<file path="src/rtl/my_irq_v1_0.sv">
// 8-channel PWM generator behind an AXI4-Lite register slave.
// Define MY_IRQ_POLARITY_EN to add the per-channel POLARITY register.
module my_irq_v1_0 #(
  parameter int C_S00_AXI_DATA_WIDTH = 32,
  parameter int C_S00_AXI_ADDR_WIDTH = 7
) (
  input  logic                              s00_axi_aclk,
  input  logic                              s00_axi_aresetn,
  input  logic [C_S00_AXI_ADDR_WIDTH-1:0]   s00_axi_awaddr,
  input  logic [2:0]                        s00_axi_awprot,
  input  logic                              s00_axi_awvalid,
  output logic                              s00_axi_awready,
  input  logic [C_S00_AXI_DATA_WIDTH-1:0]   s00_axi_wdata,
  input  logic [C_S00_AXI_DATA_WIDTH/8-1:0] s00_axi_wstrb,
  input  logic                              s00_axi_wvalid,
  output logic                              s00_axi_wready,
  output logic [1:0]                        s00_axi_bresp,
  output logic                              s00_axi_bvalid,
  input  logic                              s00_axi_bready,
  input  logic [C_S00_AXI_ADDR_WIDTH-1:0]   s00_axi_araddr,
  input  logic [2:0]                        s00_axi_arprot,
  input  logic                              s00_axi_arvalid,
  output logic                              s00_axi_arready,
  output logic [C_S00_AXI_DATA_WIDTH-1:0]   s00_axi_rdata,
  output logic [1:0]                        s00_axi_rresp,
  output logic                              s00_axi_rvalid,
  input  logic                              s00_axi_rready,
  output logic [7:0]                        PWM_OUT
);

  logic        clk;
  logic        rst_n;
  logic [1:0]  rst_sync;
  logic        aw_rdy;
  logic        b_vld;
  logic        ar_rdy;
  logic        r_vld;
  logic [31:0] r_data;
  logic [31:0] rd_val;
  logic        wr_en;
  logic        rd_hs;
  logic [4:0]  widx;
  logic [4:0]  ridx;
  logic [2:0]  wdi;
  logic [2:0]  rdi;
  logic [7:0]  ctrl;
  logic [15:0] period_sh;
  logic [15:0] period_act;
  logic [15:0] cnt;
  logic [15:0] duty_sh [8];
  logic [15:0] duty_act [8];
  logic [7:0]  pol;
  logic [7:0]  pwm;
  logic [7:0]  pwm_nxt;
  logic        run;
  logic        wrap;
  logic        unused_ok;

  assign clk = s00_axi_aclk;

  // Async assert, two-flop synchronised release.
  always_ff @(posedge clk or negedge s00_axi_aresetn) begin
    if (!s00_axi_aresetn) rst_sync <= 2'b00;
    else                  rst_sync <= {rst_sync[0], 1'b1};
  end
  assign rst_n = rst_sync[1];

  function automatic logic [15:0] merge16(
    input logic [15:0] old,
    input logic [31:0] d,
    input logic [3:0]  s
  );
    return {s[1] ? d[15:8] : old[15:8],
            s[0] ? d[7:0]  : old[7:0]};
  endfunction

  assign widx  = s00_axi_awaddr[6:2];
  assign ridx  = s00_axi_araddr[6:2];
  assign wdi   = 3'(widx - 5'd2);
  assign rdi   = 3'(ridx - 5'd2);
  assign wr_en = aw_rdy & s00_axi_awvalid & s00_axi_wvalid;
  assign rd_hs = ar_rdy & s00_axi_arvalid;

  always_ff @(posedge clk or negedge rst_n) begin
    if (!rst_n) begin
      aw_rdy <= 1'b0;
      b_vld  <= 1'b0;
    end else begin
      aw_rdy <= ~aw_rdy & ~b_vld
              & s00_axi_awvalid & s00_axi_wvalid;
      if (wr_en)               b_vld <= 1'b1;
      else if (s00_axi_bready) b_vld <= 1'b0;
    end
  end

  always_ff @(posedge clk or negedge rst_n) begin
    if (!rst_n) begin
      ar_rdy <= 1'b0;
      r_vld  <= 1'b0;
      r_data <= '0;
    end else begin
      ar_rdy <= ~ar_rdy & ~r_vld & s00_axi_arvalid;
      if (rd_hs) begin
        r_vld  <= 1'b1;
        r_data <= rd_val;
      end else if (s00_axi_rready) begin
        r_vld  <= 1'b0;
      end
    end
  end

  always_ff @(posedge clk or negedge rst_n) begin
    if (!rst_n) begin
      ctrl      <= '0;
      period_sh <= '0;
      for (int i = 0; i < 8; i++) duty_sh[i] <= '0;
    end else if (wr_en) begin
      unique case (1'b1)
        (widx == 5'd0):
          if (s00_axi_wstrb[0]) ctrl <= s00_axi_wdata[7:0];
        (widx == 5'd1):
          period_sh <= merge16(period_sh, s00_axi_wdata, s00_axi_wstrb);
        (widx >= 5'd2 && widx <= 5'd9):
          duty_sh[wdi] <= merge16(duty_sh[wdi], s00_axi_wdata, s00_axi_wstrb);
        default: ;
      endcase
    end
  end

`ifdef MY_IRQ_POLARITY_EN
  always_ff @(posedge clk or negedge rst_n) begin
    if (!rst_n)
      pol <= '0;
    else if (wr_en && widx == 5'd11 && s00_axi_wstrb[0])
      pol <= s00_axi_wdata[7:0];
  end
`else
  assign pol = 8'h00;
`endif

  // Active copies follow the shadows while idle and reload at each wrap.
  assign run  = |ctrl;
  assign wrap = run && (cnt == period_act);

  always_ff @(posedge clk or negedge rst_n) begin
    if (!rst_n) begin
      cnt        <= '0;
      period_act <= '0;
      for (int i = 0; i < 8; i++) duty_act[i] <= '0;
    end else if (!run || wrap) begin
      cnt        <= '0;
      period_act <= period_sh;
      for (int i = 0; i < 8; i++) duty_act[i] <= duty_sh[i];
    end else begin
      cnt <= cnt + 16'd1;
    end
  end

  always_comb begin
    pwm_nxt = '0;
    for (int i = 0; i < 8; i++)
      pwm_nxt[i] = ctrl[i] & ((cnt < duty_act[i]) ^ pol[i]);
  end

  always_ff @(posedge clk or negedge rst_n) begin
    if (!rst_n) pwm <= '0;
    else        pwm <= pwm_nxt;
  end

  always_comb begin
    rd_val = '0;
    unique case (1'b1)
      (ridx == 5'd0):                 rd_val = {24'h0, ctrl};
      (ridx == 5'd1):                 rd_val = {16'h0, period_sh};
      (ridx >= 5'd2 && ridx <= 5'd9): rd_val = {16'h0, duty_sh[rdi]};
      (ridx == 5'd10):                rd_val = {16'h0, cnt};
      (ridx == 5'd11):                rd_val = {24'h0, pol};
      default:                        rd_val = '0;
    endcase
  end

  assign s00_axi_awready = aw_rdy;
  assign s00_axi_wready  = aw_rdy;
  assign s00_axi_bresp   = 2'b00;
  assign s00_axi_bvalid  = b_vld;
  assign s00_axi_arready = ar_rdy;
  assign s00_axi_rdata   = r_data;
  assign s00_axi_rresp   = 2'b00;
  assign s00_axi_rvalid  = r_vld;
  assign PWM_OUT         = pwm;

  assign unused_ok = ^{s00_axi_awprot, s00_axi_arprot,
                       s00_axi_awaddr[1:0], s00_axi_araddr[1:0],
                       s00_axi_wdata[31:16], s00_axi_wstrb[3:2]};

endmodule

</file>
<file path="config.mk">
export PLATFORM = sky130hd
export DESIGN_NAME = my_irq_v1_0
export DESIGN_NICKNAME = d
export VERILOG_FILES = /design/src/rtl/my_irq_v1_0.sv
export SDC_FILE = /design/constraint.sdc
export NUM_CORES = 1
export LEC_CHECK = 0
export BUFFER_PORTS_ARGS = -buffer_cell sky130_fd_sc_hd__clkbuf_2
export CAP_MARGIN = 40
export CORE_AREA = 2 2 185 187
export DETAILED_ROUTE_END_ITERATION = 16
export DIE_AREA = 0 0 187 189
export MAX_ROUTING_LAYER = met4
export PLACE_DENSITY = 0.73
export SLEW_MARGIN = 20
export SYNTH_ARGS = -nofsm -noshare
export SYNTH_HDL_FRONTEND = slang
export SYNTH_SLANG_ARGS = --single-unit
</file>
<file path="constraint.sdc">
create_clock -name s00_axi_aclk -period 10.2 [get_ports s00_axi_aclk]
set_input_delay 2.04 -clock s00_axi_aclk [delete_from_list [all_inputs] [get_ports s00_axi_aclk]]
set_output_delay 2.04 -clock s00_axi_aclk [all_outputs]
set_load 0.01 [all_outputs]
</file>
======== Word-level counts from Yosys, hierarchy flattened ========
Cells that the tools add are included.
operators by class
  equal/unequal tests ..................... 4
  reduce and logical (&&, ||, !) cells .... 15
  add/sub/neg operators ................... 3
  bitwise gates (word level) .............. 22
  muxes and demuxes ....................... 17
  $lt $le $gt $ge ......................... 15
operator list
  cell                                                  number
  bitwise mux 128 bit                                   1
  < comparator 16 bit                                   8
  binary-select mux 16 bit (select 3 bit)               2
  2-to-1 mux 16 bit                                     6
  case mux 16 bit (4 select lines)                      1
  demux 16 bit (select 3 bit)                           1
  adder 16 x 1 -> 16 bit (second input constant)        1
  bitwise AND 1 bit                                     16
  equality test 16 bit                                  1
  2-to-1 mux 8 bit                                      2
  equality test 5 x 1 -> 1 bit (second input constant)  2
  >= comparator 5 x 2 -> 1 bit (second input constant)  2
  <= comparator 5 x 4 -> 1 bit (second input constant)  2
  logical NOT 5 bit                                     2
  AND reduction 3 bit                                   3
  >= comparator 4 bit (second input constant)           2
  inverter 3 -> 4 bit                                   2
  OR reduction 8 bit                                    1
  subtractor 3 x 2 -> 3 bit (second input constant)     2
  equality test 5 x 4 -> 1 bit (second input constant)  1
  logical AND 1 bit                                     4
  < comparator 4 x 1 -> 1 bit (second input constant)   1
  2-to-1 mux 1 bit                                      4
  inverter 1 bit                                        4
  4 further kinds                                       5
word-level totals
  flip-flop bits (word level) ............. 358
  input port bits ......................... 63
  output and inout bits ................... 49
  word-level logic and storage cells ...... 104

======== Logic depth before layout (Yosys ltp) ========
Gate-level depths: netlist of run 1.
  depth in word-level cells ............... 7
  depth in mapped cells ................... 10
  depth with buffers taken out ............ 7

======== Worst setup path before layout of run 1 ========
No wires, ideal clock.
  path kind ............................... input-to-reg
  start point ............................. in s00_axi_araddr[3]
  end point ............................... reg r_data[7] (netlist: s00_axi_rdata[7])
  data required time ...................... 10075 ps
  buffers on the path ..................... 4
  library setup time ...................... 125 ps
  stages on the path ...................... 9
  data arrival time ....................... 4265 ps
  path slack .............................. 5810 ps
  cells stage by stage .................... buf_2 buf_1 inv_1 ha_1 buf_1 clkbuf_1 mux2i_1 o21ai_1 mux2_2
between the ends
  longest elaborated chain between the ends .. 6
  elaborated cells on any way between the ends .. 12
  classes of those cells .................. add/sub: 1; order compare: 2; eq/ne: 2; mux: 4; bitwise: 1; reduce/logical: 2
RTL lines
  what                                                   RTL line  source
  from (decl)                                            20        input logic [C_S00_AXI_ADDR_WIDTH-1:0] s00_axi_araddr,
  subtractor 3 x 2 -> 3 bit                              80        assign rdi = 3'(ridx - 5'd2);
  inverter 3 -> 4 bit (not written as such)              175       (ridx >= 5'd2 && ridx <= 5'd9): rd_val = {16'h0, duty_sh[rdi]};
  binary-select mux 16 bit (select 3 bit)                175
  2-to-1 mux 16 bit (not written as such) (2 in series)  175
  case mux 16 bit (4 select lines) (*)                   172       unique case (1'b1)
  to (signal assigned)                                   105       r_data <= rd_val;
  to (decl)                                              38        logic [31:0] r_data;
Every way passes the cells marked *; elsewhere a longest branch is shown, timed or not. The select of a mux whose other input is x is not followed.
A chain may end at the register's enable or synchronous reset.

======== Worst setup path in the final report of run 1 ========
  start point ............................. reg cnt[6]
  end point ............................... reg duty_act[77] in the netlist's numbering
between the ends
  longest elaborated chain between the ends .. 3
RTL lines
  what                    RTL line  source
  from (decl)             49        logic [15:0] cnt;
  from (signal assigned)  155       cnt <= cnt + 16'd1;
  equality test 16 bit    143       assign wrap = run && (cnt == period_act);
  logical AND 1 bit       143
  logical OR 1 bit        150       end else if (!run || wrap) begin
  to (decl)               51        logic [15:0] duty_act [8];
No other way between the ends.

==> metrics.txt, run 1 <==
status=completed; Chip Width=187 µm; Multi-input gate area=0.00897 mm²; maximum vdd drop=107 µV; clock skew=0.0134 ns; Primary FF master, synth=dfrtp_1; final hold viol count=0; setup tns final=0 ns; routed length per instance=21.9 µm; All-Layer GR Usage=27.8%; I/O pin count=112; f_max=211 MHz; R2R depth=7; RSZ-0062 raised after global routing=false; Std-Cell Core Area=0.0333 mm²; Mapped Cells=1586; R2R Setup Slk=5.46 ns; Worst-Margin Slew=0.789 ns; clock-pin slew on the worst setup and hold paths=0.06 ns; pin count of the biggest net entering global routing=59; TritonCTS buffer count=38; Yosys top cell by area=dfrtp_1; number of global-route vias before repair=12.9k; initial drt markers=908; Final period util=46.4%; WHS=0.282 ns; Sink Count=342; residual DRC count=0; Pleak=9.73 nW; Hold Path Class=reg2async; row count=67; final setup vio count=0; syn avg cell area=11.6 µm²; Layout Cells excl Fill=2119; Seq cells post-synth=342; port buffer count=63; clock root buffer master=clkbuf_16; Die Area=0.0353 mm²; DP Wirelength=32.7 mm; number of synthesis warnings=0; Via density=5.94; Layout area overhead=11.1%; Max Slew Vio Count=0; max_cap viols=0; Post-synth EDFFs=0; asr flop ratio synth=100%; Worst EP required=10.62 ns; sequential cell area fraction in the yosys report=46.4%; Synth area leaders=dfrtp_1, mux2_2, ha_1; critical path class=reg2reg; worst rel slew slack=47.4%; clk buf depth=3; Cell Pwr Density=150 mW/mm²; Clock H-tree levels=2; post-synthesis cell type count=51; gp weighted congestion=0.866; hold buffers post-CTS=0; total grt overflow=0; r2r endpoint=duty_act[77]; fraction of layout cells with a size suffix above 1=24.4%; first-pass GRT wire length=73.4 mm; crit end category=register; WL final=46.3 mm; R2R Path Start=cnt[6]; Critical Path Start Type=register; Nets=1832; Initial Util=55.4%; TritonCTS clock tree=built; FILL cells=2623; antenna violations before repair=4; ANT nets after route=0; total power=3.07 mW; worst-path fanout max=58; post-CTS setup buffers=0; DR vias=12.6k; area of the mapped netlist=0.0185 mm²; Critical Path AT=5.15 ns; register area=0.00856 mm²; worst skew pair latency=0.54 ns; die height=189 µm; top-area cell type share of the netlist area=46.4%; Post-CTS Resized=0; fin crit period=4.74 ns; drt first pass iters=5; Inst Count DP=2047
-- cells by family after synthesis --
family	Yosys count	share of synthesized area [%]
AOI/OAI and AO/OA	305	10.6
adders and majority gates	128	8.68
buffers and inverters	231	5.72
and+or+nand+nor	277	6.92
muxes	271	20.2
DFF	342	46.4
other	2	0.0407
xor gates and xnor gates	30	1.42
-- worst max-delay path, stage by stage, from the launching register on --
cell and delay [ns]:
dfrtp_1 0.78, xor2_1 0.25, nor4_1 0.68, nand4_1 0.31, nand2_4 0.60, buf_4 0.74
buf_4 0.73, mux2_2 0.42
-- metrics by stage --
stage / setup WS, ns / area, µm² / util [%]
floorplan: 4.61 / 18500 / -
detailed placement: 5.20 / 19200 / 57.8
CTS: 5.52 / 20500 / 61.5
finish: 5.46 / 20500 / 61.6
global route: 5.29 / 20500 / 61.6
global placement: 5.25 / 19100 / 57.3
-- synth_stat cells, types with 12 or more instances --
master,instances
mux4_2,64
inv_1,133
o21ai_0,125
mux2_2,161
a21oi_1,31
a211oi_1,16
dfrtp_1,342
ha_1,128
nand2_1,141
clkbuf_1,23
o211ai_1,13
mux2i_1,32
o21a_1,13
o21ai_1,19
xor2_1,23
buf_2,34
nand4_1,27
buf_4,34
o2111ai_1,12
mux2_1,14
a21o_1,34
nor2_1,52
-- metal layers --
metal  share of wire [%]  vias to the layer above  track usage [%]  wire [µm]
li1                    -                     5734                -          -
met1                  43                     6396             36.5      19800
met2                  48                      377             44.7      22300
met3                 6.1                       74             4.39       2850
met4                 2.8                        0             8.70       1310
met5                   0                        -                -          0
-- layout by cell type (no fill, tap or decap), types with 7 or more instances in the layout --
master / netlist / final
a211oi_1: 16 / 16
a21o_1: 34 / 34
a21oi_1: 31 / 31
a21oi_2: 9 / 9
a21oi_4: 7 / 7
a222oi_1: 8 / 8
a22oi_1: 8 / 8
buf_4: 34 / 23
clkbuf_1: 23 / 12
clkbuf_16: 0 / 41
clkbuf_2: 2 / 63
conb_1: 2 / 21
dfrtp_1: 342 / 341
ha_1: 128 / 128
inv_1: 133 / 133
mux2_1: 14 / 14
mux2_2: 161 / 161
mux2i_1: 32 / 32
mux4_2: 64 / 64
nand2_1: 141 / 140
nand2b_1: 9 / 9
nand3_1: 9 / 9
nand4_1: 27 / 27
nor2_1: 52 / 52
nor2b_1: 9 / 9
o2111ai_2: 0 / 8
o211ai_1: 13 / 13
o21a_1: 13 / 13
o21ai_0: 125 / 125
o21ai_1: 19 / 19
o31ai_1: 9 / 8
xnor2_1: 7 / 7
xor2_1: 23 / 23
-- power by group --
group          switching (mW)  leakage [nW]  total [mW]  internal, mW
Combinational           0.174          4.40       0.290         0.117
Sequential             0.0347          4.73        1.43          1.40
Clock                   0.549         0.597        1.35         0.802
-- cell type report --
cell class / count / share of cell area [%]
repair buffers: 94 / 3.34
clock buffers: 59 / 5.62
well taps: 448 / 2.73
diodes: 4 / 0.0488
clock inverters: 7 / 0.323
inverters: 133 / 2.43
flip-flops and latches: 342 / 41.7
multi-input cells: 1032 / 43.8
-- how the worst max path moves through the flow --
| stage | startpoint | end | slack (ns) | depth (start not counted) |
|---|---|---|---|---|
| 2_1_floorplan | rst_sync[1] | PWM_OUT[0] | 4.61 | 0 |
| 6_report | cnt[6] | duty_act[77] | 5.46 | 7 |
| 5_1_grt | cnt[6] | duty_act[79] | 5.29 | 7 |
| 4_1_cts | cnt[6] | duty_act[77] | 5.52 | 7 |
| 3_3_place_gp | s00_axi_awaddr[3] | duty_sh[31] | 5.25 | 9 |
| 3_5_place_dp | s00_axi_awaddr[3] | duty_sh[17] | 5.20 | 9 |
-- registers in the layout, summed over array words and instances, names as in the netlist, 2 cells and up --
register	cells
duty_act	128
PWM_OUT	8
duty_sh	128
ctrl	8
s00_axi_rdata	16
period_sh	16
cnt	16
rst_sync	2
period_act	16
No activity file was read; power rests on OpenSTA's default activity.
==> run 2: changes to the inputs <==
Settings changed: CORE_AREA 2 2 185 187 to 2 2 179 181, DIE_AREA 0 0 187 189 to 0 0 181 183, PLACE_DENSITY 0.73 to 0.74.
Clock period 10.2 ns to 4.76 ns, I/O delays scaled along.
==> metrics.txt, run 2 (synthesized netlist as in run 1, its figures left out) <==
status=completed; Psw=1.61 mW (+110%); All-Layer GR Usage=29.8% (+2.0 points); clock share of power=44.7% (+0.8 points); final setup vio count=0 (unchanged); Sequential Power Share=45.9% (-0.7 points); routed length per instance=22.5 µm (+3.0%); Pleak=9.76 nW (+0.31%); Post-CTS Resized=0 (unchanged); drt first pass iters=5 (unchanged); Via density=6.14 (+3.5%); internal power=5.06 mW (+120%); hold buffers post-CTS=0 (unchanged); fraction of layout cells with a size suffix above 1=24.7% (+0.30 points); setup tns final=0 ns (unchanged); I/O pin count=112 (unchanged); R2R Path Start=cnt[12]; WL final=46.6 mm (+0.54%); Clock H-tree levels=2 (unchanged); clock-pin slew on the worst setup and hold paths=0.06 ns (about the same); antenna violations before repair=0 (-4); Critical Path AT=3.52 ns (-1.63 ns); RSZ-0062 raised after global routing=false; port buffer count=63 (unchanged); Std-Cell Core Area=0.0312 mm² (-6.2%); final hold viol count=0 (unchanged); total grt overflow=0 (unchanged); ant diodes=0 (-4); worst skew pair latency=0.52 ns (-0.02 ns); critical path class=reg2reg; ANT nets after route=0 (unchanged); max_cap viols=0 (unchanged); die height=183 µm (-3.2%); clock skew=0.0136 ns (+0.000245 ns); DR vias=12.7k (+1.1%); residual DRC count=0 (unchanged); TritonCTS buffer count=37 (-2.6%); Hold Path Class=in2async; Critical Path Start Type=register; worst-path fanout max=43 (-26%); worst rel slew slack=44.5% (-2.8 points); crit end category=register; biggest regs=duty_act (128), duty_sh (128); Chip Width=181 µm (-3.2%); Switching Fraction=24.1% (-0.52 points); most frequent cells in the layout=dfrtp_1, mux2_2, nand2_1; clock root buffer master=clkbuf_16; initial drt markers=912 (+0.44%); Die Area=0.0331 mm² (-6.3%); Layout area overhead=11.0%; WHS=0.206 ns (-0.0762 ns); TritonCTS clock tree=built; gp weighted congestion=0.926 (+6.9%); Cell Pwr Density=326 mW/mm² (+120%); pin count of the biggest net entering global routing=134 (+130%); Max Slew Vio Count=0 (unchanged); f_max=321 MHz (+52%); Final period util=65.5% (+19 points); Initial Util=59.1% (+3.6 points); number of global-route vias before repair=12.9k (+0.21%); row count=65 (-3.0%); Nets=1832 (unchanged); commonest non-fill, non-tap cell in the layout=dfrtp_1; Worst-Margin Slew=0.832 ns (+0.0427 ns); crit path from=cnt[12]; Worst EP required=5.16 ns (-5.46 ns); DP Wirelength=32.9 mm (+0.66%); Sink Count=342 (unchanged); combinational power share=9.4% (about the same); maximum vdd drop=204 µV (+91%); R2R depth=6 (-1); fin crit period=3.12 ns (-1.62 ns); clk buf depth=3 (unchanged); post-CTS setup buffers=0 (unchanged); first-pass GRT wire length=73.0 mm (-0.47%)
run 2: routing by layer:
layer,vias up,GRT usage [%],part of all wire [%]
li1,5735,-,-
met1,6465,39.0,42
met2,410,46.8,47
met3,104,6.00,7.0
met4,0,10.4,3.5
met5,-,-,0
run 2: path summary, 6_finish.rpt:
path	end	slack [ns]
hold reg to reg	duty_sh[60]	0.22
setup reg to reg	duty_act[9]	1.64
setup / recovery	duty_act[9]	1.64
hold / removal	rst_sync[1]	0.21
max in group asynchronous	duty_act[68]	3.50
min in group s00_axi_aclk	rst_sync[1]	0.35
run 2: power groups by stage:
| stage | sequential [mW] | clock, mW | combinational, mW |
|---|---|---|---|
| finish | 3.07 | 2.98 | 0.626 |
| global route | 3.08 | 3.14 | 0.676 |
| CTS | 3.07 | 3.02 | 0.623 |
| detailed placement | 3.12 | 0 | 0.619 |
| global placement | 3.11 | 0 | 0.602 |
| floorplan | 3.15 | 0 | 0.382 |
run 2: final cells by class:
type                    instances  area [µm²]
clock inverters                12         164
multi-input cells            1032        8970
repair buffers                 95         673
well taps                     402         503
inverters                     133         499
flip-flops and latches        342        8560
clock buffers                  53        1100
fillers                      2326       10800
run 2: stage by stage:
stage	worst slack, ns	util, %	area, µm²	power (mW)	instances
CTS	1.57	65.4	20400	6.71	2067
global route	1.53	65.6	20500	6.90	2069
global placement	1.21	61.2	19100	3.71	1999
detailed placement	1.16	61.3	19200	3.74	2002
finish	1.64	65.6	20500	6.68	2069
floorplan	1.38	-	18500	3.53	1605
run 2: worst max-delay path: stages (launching register included):
cell	delay [ns]
dfrtp_1	0.81
xor2_1	0.14
nor4_1	0.56
nand4_1	0.29
nand2_4	0.22
buf_4	0.50
mux2_2	0.41
==> run 3: changes to the inputs <==
Clock period 4.76 ns to 3.01 ns, I/O delays scaled along.
==> metrics.txt, run 3 (synthesized netlist as in run 1, its figures left out) <==
antenna violations before repair=1 (+1); final setup vio count=0 (unchanged); worst skew pair latency=0.53 ns (about the same); crit end category=register; Hold Path Class=in2reg; max_cap viols=0 (unchanged); Std-Cell Core Area=0.0312 mm² (unchanged); final setup margin=0.621 ns (-1.02 ns); Util after Layout=66.6% (+1.1 points); ANT nets after route=0 (unchanged); DR vias=12.9k (+1.6%); total grt overflow=0 (unchanged); initial drt markers=1041 (+14%); TritonCTS clock tree=built; DP Wirelength=33.3 mm (+1.2%); clock root buffer master=clkbuf_16; pin count of the biggest net entering global routing=98 (-27%); biggest regs=duty_act (128), duty_sh (128); All-Layer GR Usage=29.9% (+0.14 points); total power=10.7 mW (+60%); met3 Use GR=4.83% (-1.2 points); worst-path fanout max=7 (-84%); crit path from=cnt[1]; status=completed; row count=65 (unchanged); Worst-Margin Slew=0.712 ns (-0.120 ns); routed length per instance=22.1 µm (-1.8%); post-route cell area=0.0208 mm² (+1.6%); Max Slew Vio Count=0 (unchanged); port buffer count=63 (unchanged); DP Area=0.0195 mm² (+1.7%); I/O pin count=112 (unchanged); most frequent cells in the layout=dfrtp_1, mux2_2, nand2_1; first-pass GRT wire length=73.7 mm (+0.98%); Pleak=9.97 nW (+2.1%); Chip Width=181 µm (unchanged); WHS=0.264 ns (+0.0587 ns); worst rel slew slack=52.5% (+8.0 points); Layout Cells excl Fill=2104 (+1.7%); Worst EP required=3.38 ns (-1.78 ns); Final period util=79.4% (+14 points); routing usage on met1=40.2% (+1.2 points); f_max=419 MHz (+30%); Nets=1864 (+1.7%); maximum vdd drop=358 µV (+76%); Critical Path Start Type=register; FILL cells=2293 (-1.4%); Cell Chain, Critical Path=buf_4 > ha_1 > a21o_1 > a211oi_1 > o31ai_1 > a211oi_1; Via density=6.14 (about the same); Clock H-tree levels=2 (unchanged); final hold viol count=0 (unchanged); fraction of layout cells with a size suffix above 1=26.3% (+1.6 points); residual DRC count=0 (unchanged); slowest CP cell=dfrtp_1; Bufs and invs on worst path=1 (unchanged); TritonCTS buffer count=38 (+2.7%); Inst Count DP=2034 (+1.6%); RSZ-0062 raised after global routing=false; Top cell by count, worst path=a211oi_1; family with the most delay on the worst path=compound AO/OA/AOI/OAI gates; hold_sp=s00_axi_bready; critical path class=reg2reg; Cell Pwr Density=514 mW/mm² (+58%); drt first pass iters=6 (+1); dpl ws=0.368 ns (-0.789 ns); Initial Util=59.1% (unchanged); WL final=46.5 mm (-0.10%); fin crit period=2.39 ns (-0.727 ns); clock-pin slew on the worst setup and hold paths=0.06 ns (about the same); number of global-route vias before repair=13.1k (+1.6%); setup tns final=0 ns (unchanged); GR Util met2=46.5% (-0.29 points); GRT Max-Usage Layer=met2; clk buf depth=3 (unchanged); clock skew=0.0153 ns (+0.00168 ns); Layout area overhead=12.8%; CP max stage delay=0.48 ns (-0.33 ns); Die Area=0.0331 mm² (unchanged); gp weighted congestion=0.913 (-1.4%); commonest non-fill, non-tap cell in the layout=dfrtp_1; die height=183 µm (unchanged); R2R Path Start=cnt[1]; Sink Count=342 (unchanged); Critical Path AT=2.76 ns (-0.76 ns)
[run 3: cell types whose count changed in the layout (fill, tap and decap cells not counted)]
cell	delta
buf_12	+8
buf_16	-2
buf_4	+26
buf_8	-2
clkbuf_1	-3
clkbuf_16	-1
clkbuf_8	+4
clkinv_4	+1
clkinv_8	+1
diode_2	+1
dlygate4sd3_1	+1
inv_6	+1
[run 3: what timing repair did]
action,in CTS,in global routing
endpoints found under the hold margin,2,0
hold buffers,1,0
setup buffers,0,0
gates resized for setup,0,0
[run 3: area by class of cell]
type / instances / area [µm²] / area share, %
Clock inverter: 15 / 198 / 0.950
Timing Repair Buffer: 126 / 953 / 4.58
Multi-Input combinational cell: 1032 / 8970 / 43.1
Clock buffer: 53 / 1120 / 5.37
Tap cell: 402 / 503 / 2.42
Sequential cell: 342 / 8560 / 41.1
Antenna cell: 1 / 2.50 / 0.0120
Inverter: 133 / 499 / 2.40
[run 3: routing by layer]
layer | routed length [µm] | part of all wire [%] | up-vias
li1 | - | - | 5822
met1 | 19800 | 42 | 6505
met2 | 21800 | 47 | 468
met3 | 3140 | 6.7 | 125
met4 | 1860 | 4.0 | 0
met5 | 0 | 0 | -
[run 3: power by group]
part	internal [mW]	leakage (nW)	switching, mW
registers	4.74	4.73	0.114
clock network	2.94	0.656	1.89
logic	0.419	4.58	0.600
[run 3: final timing paths]
path / endpoint / slack [ns] / cells after the start
hold / removal: s00_axi_bvalid / 0.26 / 2
setup reg to reg: PWM_OUT[1] / 0.62 / 6
hold reg to reg: duty_act[45] / 0.30 / 0
min in group asynchronous: duty_act[45] / 0.30 / 0
max in group asynchronous: s00_axi_rdata[8] / 1.68 / 2
setup / recovery: PWM_OUT[1] / 0.62 / 6
